**src/rtl/q_sched_pkg.sv**
```systemverilog
// Shared constants and types for the q-hypothesis search scheduler.
// Buffer sizes, the FSM state encoding, the hypothesis index type and the metric ceiling.
package q_sched_pkg;
  localparam int H_BEATS = 16;
  localparam int Y_BEATS = 8;
  localparam int DQ_W    = 32;
  localparam logic [DQ_W-1:0] DQ_MAX = {1'b0, {(DQ_W-1){1'b1}}};

  localparam logic [2:0] ST_IDLE    = 3'd0;
  localparam logic [2:0] ST_COLLECT = 3'd1;
  localparam logic [2:0] ST_START   = 3'd2;
  localparam logic [2:0] ST_FEED    = 3'd3;
  localparam logic [2:0] ST_WAIT    = 3'd4;
  localparam logic [2:0] ST_UPDATE  = 3'd5;
  localparam logic [2:0] ST_DONE    = 3'd6;

  typedef enum logic [2:0] {
    S_IDLE    = ST_IDLE,
    S_COLLECT = ST_COLLECT,
    S_START   = ST_START,
    S_FEED    = ST_FEED,
    S_WAIT    = ST_WAIT,
    S_UPDATE  = ST_UPDATE,
    S_DONE    = ST_DONE
  } state_t;

  typedef logic [3:0] q_idx_t;
endpackage

```
**src/rtl/q_frame_buffer.sv**
```systemverilog
// Frame storage for one 4x4 H matrix and one Y block: write counters with full
// flags while collecting, indexed combinational read for the replay.
module q_frame_buffer
  import q_sched_pkg::*;
#(
  parameter int N = 32
) (
  input  logic         clk,
  input  logic         rstn,
  input  logic         clr,
  input  logic         wr_en,
  input  logic         h_valid,
  input  logic [N-1:0] h_r,
  input  logic [N-1:0] h_i,
  output logic         h_ready,
  input  logic         y_valid,
  input  logic [N-1:0] y_r,
  input  logic [N-1:0] y_i,
  output logic         y_ready,
  output logic         load_done,
  input  logic [3:0]   rd_idx,
  output logic [N-1:0] rd_h_r,
  output logic [N-1:0] rd_h_i,
  output logic [N-1:0] rd_y_r,
  output logic [N-1:0] rd_y_i
);
  logic [N-1:0] h_mem_r [H_BEATS];
  logic [N-1:0] h_mem_i [H_BEATS];
  logic [N-1:0] y_mem_r [Y_BEATS];
  logic [N-1:0] y_mem_i [Y_BEATS];
  logic [4:0]   h_cnt;
  logic [3:0]   y_cnt;
  logic         h_full, y_full, h_acc, y_acc;

  assign h_full  = (h_cnt == 5'(H_BEATS));
  assign y_full  = (y_cnt == 4'(Y_BEATS));
  assign h_ready = wr_en && !h_full;
  assign y_ready = wr_en && !y_full;
  assign h_acc   = h_valid && h_ready;
  assign y_acc   = y_valid && y_ready;

  // Look one beat ahead so the start pulse follows the final accept directly.
  assign load_done = (h_full || (h_acc && h_cnt == 5'(H_BEATS-1))) &&
                     (y_full || (y_acc && y_cnt == 4'(Y_BEATS-1)));

  always_ff @(posedge clk or negedge rstn) begin
    if (!rstn) begin
      h_cnt <= '0;
      y_cnt <= '0;
    end else if (clr) begin
      h_cnt <= '0;
      y_cnt <= '0;
    end else begin
      if (h_acc) h_cnt <= h_cnt + 5'd1;
      if (y_acc) y_cnt <= y_cnt + 4'd1;
    end
  end

  always_ff @(posedge clk) begin
    if (h_acc) begin
      h_mem_r[h_cnt[3:0]] <= h_r;
      h_mem_i[h_cnt[3:0]] <= h_i;
    end
    if (y_acc) begin
      y_mem_r[y_cnt[2:0]] <= y_r;
      y_mem_i[y_cnt[2:0]] <= y_i;
    end
  end

  assign rd_h_r = h_mem_r[rd_idx];
  assign rd_h_i = h_mem_i[rd_idx];
  assign rd_y_r = y_mem_r[rd_idx[2:0]];
  assign rd_y_i = y_mem_i[rd_idx[2:0]];
endmodule

```
**src/rtl/q_search_scheduler.sv**
```systemverilog
// Frame controller for x_calculate: buffers H/Y, replays them per hypothesis and keeps the min-dq winner.
// Optional Q_SEARCH_TIMEOUT_EN adds a per-hypothesis WAIT timeout and the sticky timeout_err output.
module q_search_scheduler
  import q_sched_pkg::*;
#(
  parameter int N       = 32,
  parameter int Q       = 16,
  parameter int NUM_Q   = 16,
  parameter int TIMEOUT = 255
) (
  input  logic         clk,
  input  logic         rstn,
  input  logic         frame_start,
  input  logic         h_valid,
  input  logic [N-1:0] h_r,
  input  logic [N-1:0] h_i,
  output logic         h_ready,
  input  logic         y_valid,
  input  logic [N-1:0] y_r,
  input  logic [N-1:0] y_i,
  output logic         y_ready,
  output logic         xc_start_new_q,
  output logic [3:0]   xc_q_index,
  output logic         xc_h_valid,
  output logic [N-1:0] xc_h_r,
  output logic [N-1:0] xc_h_i,
  output logic         xc_y_valid,
  output logic [N-1:0] xc_y_r,
  output logic [N-1:0] xc_y_i,
  input  logic         xc_q_done,
  input  logic [N-1:0] xc_dq,
  input  logic [N-1:0] xc_xI1,
  input  logic [N-1:0] xc_xQ1,
  input  logic [N-1:0] xc_xI2,
  input  logic [N-1:0] xc_xQ2,
  output logic         best_valid,
  output logic [3:0]   best_q,
  output logic [N-1:0] best_dq,
  output logic [N-1:0] best_xI1,
  output logic [N-1:0] best_xQ1,
  output logic [N-1:0] best_xI2,
  output logic [N-1:0] best_xQ2,
  output logic         busy
`ifdef Q_SEARCH_TIMEOUT_EN
  , output logic       timeout_err
`endif
);
  if (NUM_Q < 1 || NUM_Q > 16 || Q < 0 || Q >= N || TIMEOUT < 1) begin : g_cfg_err
    $error("q_search_scheduler: unsupported parameter set");
  end

  localparam logic [N-1:0] DQ_INIT = {1'b0, {(N-1){1'b1}}};

  state_t              state;
  q_idx_t              q;
  logic [3:0]          k;
  logic [3:0]          rd_idx;
  logic                load_done;
  logic [N-1:0]        rd_h_r, rd_h_i, rd_y_r, rd_y_i;
  logic                cand_ok;
  logic [N-1:0]        cand_dq;
  logic [3:0][N-1:0]   cand_x;
  logic                min_ok;
  q_idx_t              min_q;
  logic [N-1:0]        min_dq;
  logic [3:0][N-1:0]   min_x;
  logic [3:0][N-1:0]   best_x;
  logic                win;
  q_idx_t              nxt_q;
  logic [N-1:0]        nxt_dq;
  logic [3:0][N-1:0]   nxt_x;
`ifdef Q_SEARCH_TIMEOUT_EN
  localparam int WT = (TIMEOUT < 2) ? 1 : $clog2(TIMEOUT + 1);
  logic [WT-1:0]       wait_cnt;
`endif

  assign rd_idx = (state == S_FEED) ? k + 4'd1 : 4'd0;

  q_frame_buffer #(.N(N)) u_buf (
    .clk       (clk),
    .rstn      (rstn),
    .clr       (state == S_IDLE && frame_start),
    .wr_en     (state == S_COLLECT),
    .h_valid   (h_valid),
    .h_r       (h_r),
    .h_i       (h_i),
    .h_ready   (h_ready),
    .y_valid   (y_valid),
    .y_r       (y_r),
    .y_i       (y_i),
    .y_ready   (y_ready),
    .load_done (load_done),
    .rd_idx    (rd_idx),
    .rd_h_r    (rd_h_r),
    .rd_h_i    (rd_h_i),
    .rd_y_r    (rd_y_r),
    .rd_y_i    (rd_y_i)
  );

  // A discarded (timed-out) candidate never wins; strict less-than keeps the lower q on ties.
  always_comb begin
    win    = cand_ok && (q == '0 || !min_ok || $signed(cand_dq) < $signed(min_dq));
    nxt_q  = win ? q       : min_q;
    nxt_dq = win ? cand_dq : min_dq;
    nxt_x  = win ? cand_x  : min_x;
  end

  always_ff @(posedge clk or negedge rstn) begin
    if (!rstn) begin
      state          <= S_IDLE;
      q              <= '0;
      k              <= '0;
      xc_start_new_q <= 1'b0;
      xc_h_valid     <= 1'b0;
      xc_h_r         <= '0;
      xc_h_i         <= '0;
      xc_y_valid     <= 1'b0;
      xc_y_r         <= '0;
      xc_y_i         <= '0;
      cand_ok        <= 1'b0;
      cand_dq        <= '0;
      cand_x         <= '0;
      min_ok         <= 1'b0;
      min_q          <= '0;
      min_dq         <= '0;
      min_x          <= '0;
      best_valid     <= 1'b0;
      best_q         <= '0;
      best_dq        <= '0;
      best_x         <= '0;
`ifdef Q_SEARCH_TIMEOUT_EN
      wait_cnt       <= '0;
      timeout_err    <= 1'b0;
`endif
    end else begin
      xc_start_new_q <= 1'b0;
      best_valid     <= 1'b0;
      case (state)
        S_IDLE: if (frame_start) begin
          state  <= S_COLLECT;
          q      <= '0;
          min_ok <= 1'b0;
          min_q  <= '0;
          min_dq <= DQ_INIT;
          min_x  <= '0;
`ifdef Q_SEARCH_TIMEOUT_EN
          timeout_err <= 1'b0;
`endif
        end
        S_COLLECT: if (load_done) begin
          state          <= S_START;
          xc_start_new_q <= 1'b1;
        end
        S_START: begin
          state      <= S_FEED;
          k          <= '0;
          xc_h_valid <= 1'b1;
          xc_h_r     <= rd_h_r;
          xc_h_i     <= rd_h_i;
          xc_y_valid <= 1'b1;
          xc_y_r     <= rd_y_r;
          xc_y_i     <= rd_y_i;
        end
        // Outputs are registered, so each FEED cycle loads the following beat.
        S_FEED: if (k == 4'(H_BEATS-1)) begin
          state      <= S_WAIT;
          xc_h_valid <= 1'b0;
          xc_h_r     <= '0;
          xc_h_i     <= '0;
          xc_y_valid <= 1'b0;
          xc_y_r     <= '0;
          xc_y_i     <= '0;
`ifdef Q_SEARCH_TIMEOUT_EN
          wait_cnt   <= '0;
`endif
        end else begin
          k          <= k + 4'd1;
          xc_h_valid <= 1'b1;
          xc_h_r     <= rd_h_r;
          xc_h_i     <= rd_h_i;
          xc_y_valid <= (k < 4'(Y_BEATS-1));
          xc_y_r     <= (k < 4'(Y_BEATS-1)) ? rd_y_r : '0;
          xc_y_i     <= (k < 4'(Y_BEATS-1)) ? rd_y_i : '0;
        end
        S_WAIT: if (xc_q_done) begin
          state   <= S_UPDATE;
          cand_ok <= 1'b1;
          cand_dq <= xc_dq;
          cand_x  <= {xc_xQ2, xc_xI2, xc_xQ1, xc_xI1};
        end
`ifdef Q_SEARCH_TIMEOUT_EN
        else if (wait_cnt == WT'(TIMEOUT-1)) begin
          state       <= S_UPDATE;
          cand_ok     <= 1'b0;
          timeout_err <= 1'b1;
        end else begin
          wait_cnt <= wait_cnt + 1'b1;
        end
`endif
        S_UPDATE: begin
          min_ok <= min_ok | win;
          min_q  <= nxt_q;
          min_dq <= nxt_dq;
          min_x  <= nxt_x;
          if (q == q_idx_t'(NUM_Q-1)) begin
            state      <= S_DONE;
            best_valid <= 1'b1;
            best_q     <= nxt_q;
            best_dq    <= nxt_dq;
            best_x     <= nxt_x;
          end else begin
            state          <= S_START;
            q              <= q + 4'd1;
            xc_start_new_q <= 1'b1;
          end
        end
        S_DONE:  state <= S_IDLE;
        default: state <= S_IDLE;
      endcase
    end
  end

  assign xc_q_index = q;
  assign best_xI1   = best_x[0];
  assign best_xQ1   = best_x[1];
  assign best_xI2   = best_x[2];
  assign best_xQ2   = best_x[3];
  assign busy       = (state != S_IDLE);
endmodule

```
**config.mk**
```make
export PLATFORM = sky130hd
export DESIGN_NAME = q_search_scheduler
export DESIGN_NICKNAME = d
export VERILOG_FILES = /design/src/rtl/q_sched_pkg.sv /design/src/rtl/q_frame_buffer.sv /design/src/rtl/q_search_scheduler.sv
export SDC_FILE = /design/constraint.sdc
export NUM_CORES = 2
export LEC_CHECK = 0
export CELL_PAD_IN_SITES_DETAIL_PLACEMENT = 0
export CELL_PAD_IN_SITES_GLOBAL_PLACEMENT = 1
export CORE_MARGIN = 10
export CORE_UTILIZATION = 30
export DETAILED_ROUTE_END_ITERATION = 7
export GPL_TIMING_DRIVEN = 1
export PLACE_DENSITY_LB_ADDON = 0.1
export SLEW_MARGIN = 20
export SYNTH_ARGS = -nofsm -noshare
export SYNTH_HDL_FRONTEND = slang
export SYNTH_SLANG_ARGS = --single-unit
```
**constraint.sdc**
```tcl
create_clock -name clk -period 9.9 [get_ports clk]
set_input_delay 2.475 -clock clk [delete_from_list [all_inputs] [get_ports clk]]
set_output_delay 2.475 -clock clk [all_outputs]
set_load 0.01 [all_outputs]
```
==> summary.md <==
| Metric | Value |
|---|---|
| Vias in the first global route | `54505` |
| Endpoint type of the worst setup path | `primary output` |
| Share of cells above drive strength 1 | `0.0746` |
| CP Capture Point | `h_ready` |
| Crit Path Category | `flip-flop to primary output` |
| Final Hold Vio Count | `0` |
| Max Clk Rate | `about 160 MHz` |
| Simple-gate area share of the yosys netlist | `0.117` |
| DP HPWL | `161000 um` |
| CTS Sinks | `~2200` |
| Post-synth EDFFs | `1536` |
| Vias/cell | `4.91` |
| Global-route wire length before repair | `406000 um` |
| Hold Startpoint | `xc_y_valid` |
| First-pass DRT Iterations | `6` |
| Final core utilization | `0.364` |
| Worst Tran Pin Value | `1.14 ns` |
| Final Skew | `about 0.062 ns` |
| Fillers | `27627` |
| Clock Latency Late Sink | `0.92 ns` |
| Gate Count Post-Synth | `6696` |
| Leakage | `0.0399 uW` |
| Minimum clock period | `approximately 6.2 ns` |
| R2R Path End | `min_x[69]` |
| Port Buffers | `596` |
| Worst Path Max Fanout | `5` |
| Post-synthesis xor/xnor area fraction | `0.000813` |
| FF-to-FF path depth | `9` |
| Share of the synthesized area in the top cell type | `0.535` |
| Critical path required time | `approximately 7.4 ns` |
| TritonCTS clock tree | `done` |
| Total nets after synthesis | `around 7000` |
| Core area | `roughly 290000 um^2` |
| Setup_tns | `0 ns` |
| Clk root buf | `clkbuf_16` |
| Netlist cell types | `56` |
| DRT Wirelength | `approximately 280000 um` |
| Period utilization | `0.626` |
| Yosys warns | `0` |
| Switching share of total power | `0.300` |
| Largest family of logic cells by synthesized area | `simple AND/OR/NAND/NOR gates` |
| Initial antenna violation count | `52` |
| Startpoint Class | `flip-flop` |
| Die Width | `556 um` |
| H-tree Lvls | `4` |
| Most numerous cell in the Yosys netlist | `edfxtp_1` |
| Register bit total from synthesis | `2178` |
| Peak supply drop | `~0.16 mV` |
| Grt total ovfl | `0` |
| Crit path DAT | `around 3.7 ns` |
| Max Transition Viols Final | `0` |
| Yosys top cell by area | `edfxtp_1` |
| Compound-Gate Fraction of Synth Area | `0.0766` |
| Area grow syn2layout | `20.7%` |
| Num CTS Buffers | `between 200 and 250` |
| Final nets | `7505` |
| 1st-iter DRT viols | `3900` |
| GP Congestion | `0.734` |
| PwrDens | `244 nW/um^2` |
| # DRC | `0` |
| DIE AREA | `309000 um^2` |
| Total track usage | `0.175` |
| Cell-internal power | `17700 uW` |
| Outcome | `finished, final reports clean` |
| Setup violators final | `0` |
| Predominant post-synthesis flop cell | `edfxtp_1` |
| Max_slew headroom | `0.239` |
| Hold Buf Count CTS | `0` |
| Post-Syn Area | `86200 um^2` |
| Mux cell area share after synthesis | `0.0461` |
| Clock tree buffer depth | `4` |
| IO Pins | `597` |
| Share of power burned in the clock network | `0.355` |
| Worst Hold Class | `flip-flop to flip-flop` |
| Area contributors post-synth | `edfxtp_1 54%, dfrtp_1 19%, nand2_1 5.6%` |
| R2R Path Start | `cand_dq[5]` |
| Largest net degree at the start of global routing | `216` |
| Synth Area in Adders | `0.00595` |
| R2R setup slack | `approximately 4.8 ns` |
| Post-synthesis sequential area ratio | `0.721` |
| Avg WL per Cell | `between 20 and 30 um` |
| Syn_area_per_cell | `12.9 um^2` |
| Starting density of the core | `0.302` |
| Sequential Power Share | `0.440` |
| CP startpoint | `u_buf.h_cnt[0]` |
| Total number of vias | `approximately 55000` |
| FFs w/ async S/R, synth | `0.295` |
| Synth cell count leaders | `1536 x edfxtp_1, 1280 x nand2_1, 682 x nand3_1` |
| Unrepaired setup endpoints after global routing | `false` |
| Worst-path clk slew | `0.06 ns` |
| Combinational share of power | `0.205` |
| Final ANT Viol Nets | `0` |
| Die Ht | `556 um` |
| Setup Buffers After CTS | `0` |
| Post-CTS resize count | `0` |
| # rows | `between 150 and 200` |
| Max-cap violations | `0` |
| Psw | `7600 uW` |
[routing by layer]
| layer | vias up | GRT usage | part of all wire |
|---|---|---|---|
| li1 | 25297 | - | - |
| met5 | - | 0 | 0.00066 |
| met2 | 1323 | 0.270 | 0.45 |
| met3 | 366 | 0.0387 | 0.060 |
| met1 | 27810 | 0.251 | 0.47 |
| met4 | 30 | 0.0386 | 0.020 |
[cell type report]
type / count / area, um^2 / area share
multi-input combinational: 3867 / 21500 / 0.207
inverter: 178 / 676 / 0.00649
timing repair buffer: 702 / 6990 / 0.0672
clock inverter: 83 / 841 / 0.00808
sequential: 2178 / 62200 / 0.598
clock buffer: 375 / 7100 / 0.0682
antenna: 11 / 27.5 / 0.000265
tap: 3762 / 4710 / 0.0452
[through the flow]
step / cells / hold slack [ns] / area, um^2 / setup WS [ns] / power [uW]
final: 11156 / 0.484 / 104000 / 3.70 / 25300
after global placement: 10683 / 0.458 / 96000 / 3.79 / 16600
after global routing: 11150 / 0.516 / 104000 / 3.53 / 26600
after detailed placement: 10687 / 0.473 / 96100 / 3.80 / 16700
after floorplan: 6696 / 0.469 / 86200 / 0.569 / 14000
after CTS: 11145 / 0.489 / 104000 / 3.61 / 25800
[worst min path at each step]
stage                           endpoint  depth (start not counted)
after CTS                     xc_h_i[10]                          2
after global placement        xc_y_valid                          1
final                         xc_y_valid                          1
after detailed placement      xc_y_valid                          1
after global routing          xc_h_i[16]                          2
after floorplan           u_buf.h_cnt[4]                          2
[critical path: stages (launching register included)]
cell	delay, ns
dfrtp_1	0.43
inv_1	0.10
ha_1	0.26
inv_1	0.16
nor4_2	0.82
nor2_1	0.44
clkdlybuf4s50_1	0.65
[sequential cells by signal (all words and copies together), names as in the netlist, 128 cells and up]
register / count
u_buf.y_mem_r: 256
u_buf.h_mem_r: 512
min_x: 128
cand_x: 128
u_buf.y_mem_i: 256
u_buf.h_mem_i: 512
[cell families (layout without fill, tap and decap cells)]
kind of cell	count (synthesis)	after routing
and+or+nand+nor	2410	2410
DFF	2178	2178
AOI/OAI and AO/OA	1019	1019
buffers and inverters	651	1338
muxes	389	389
adders and majority gates	41	41
xor gates and xnor gates	8	8
other	0	11
[power by group through the flow]
stage | registers [uW] | clock network (uW) | logic, uW
after floorplan | 11300 | 0 | 2660
after global placement | 11300 | 0 | 5320
after detailed placement | 11300 | 0 | 5330
after CTS | 11200 | 9310 | 5350
after global routing | 11200 | 9670 | 5740
final | 11100 | 9010 | 5190
[cell usage in the layout, fill, tap and decap left out, types with 36 or more instances in the layout]
cell and count:
clkbuf_16 244, buf_4 89, o221ai_1 256, a31oi_1 163, nor2_1 378, clkbuf_8 50
clkdlybuf4s50_1 595, edfxtp_1 1536, inv_1 177, ha_1 41, nand2_1 1278, o21ai_0 432
o21ai_1 64, clkinv_2 36, mux2_2 36, nand3_1 681, clkbuf_1 81, a22o_1 67
dfrtp_1 641, mux2i_1 326
No activity file was read; power rests on OpenSTA's default activity.
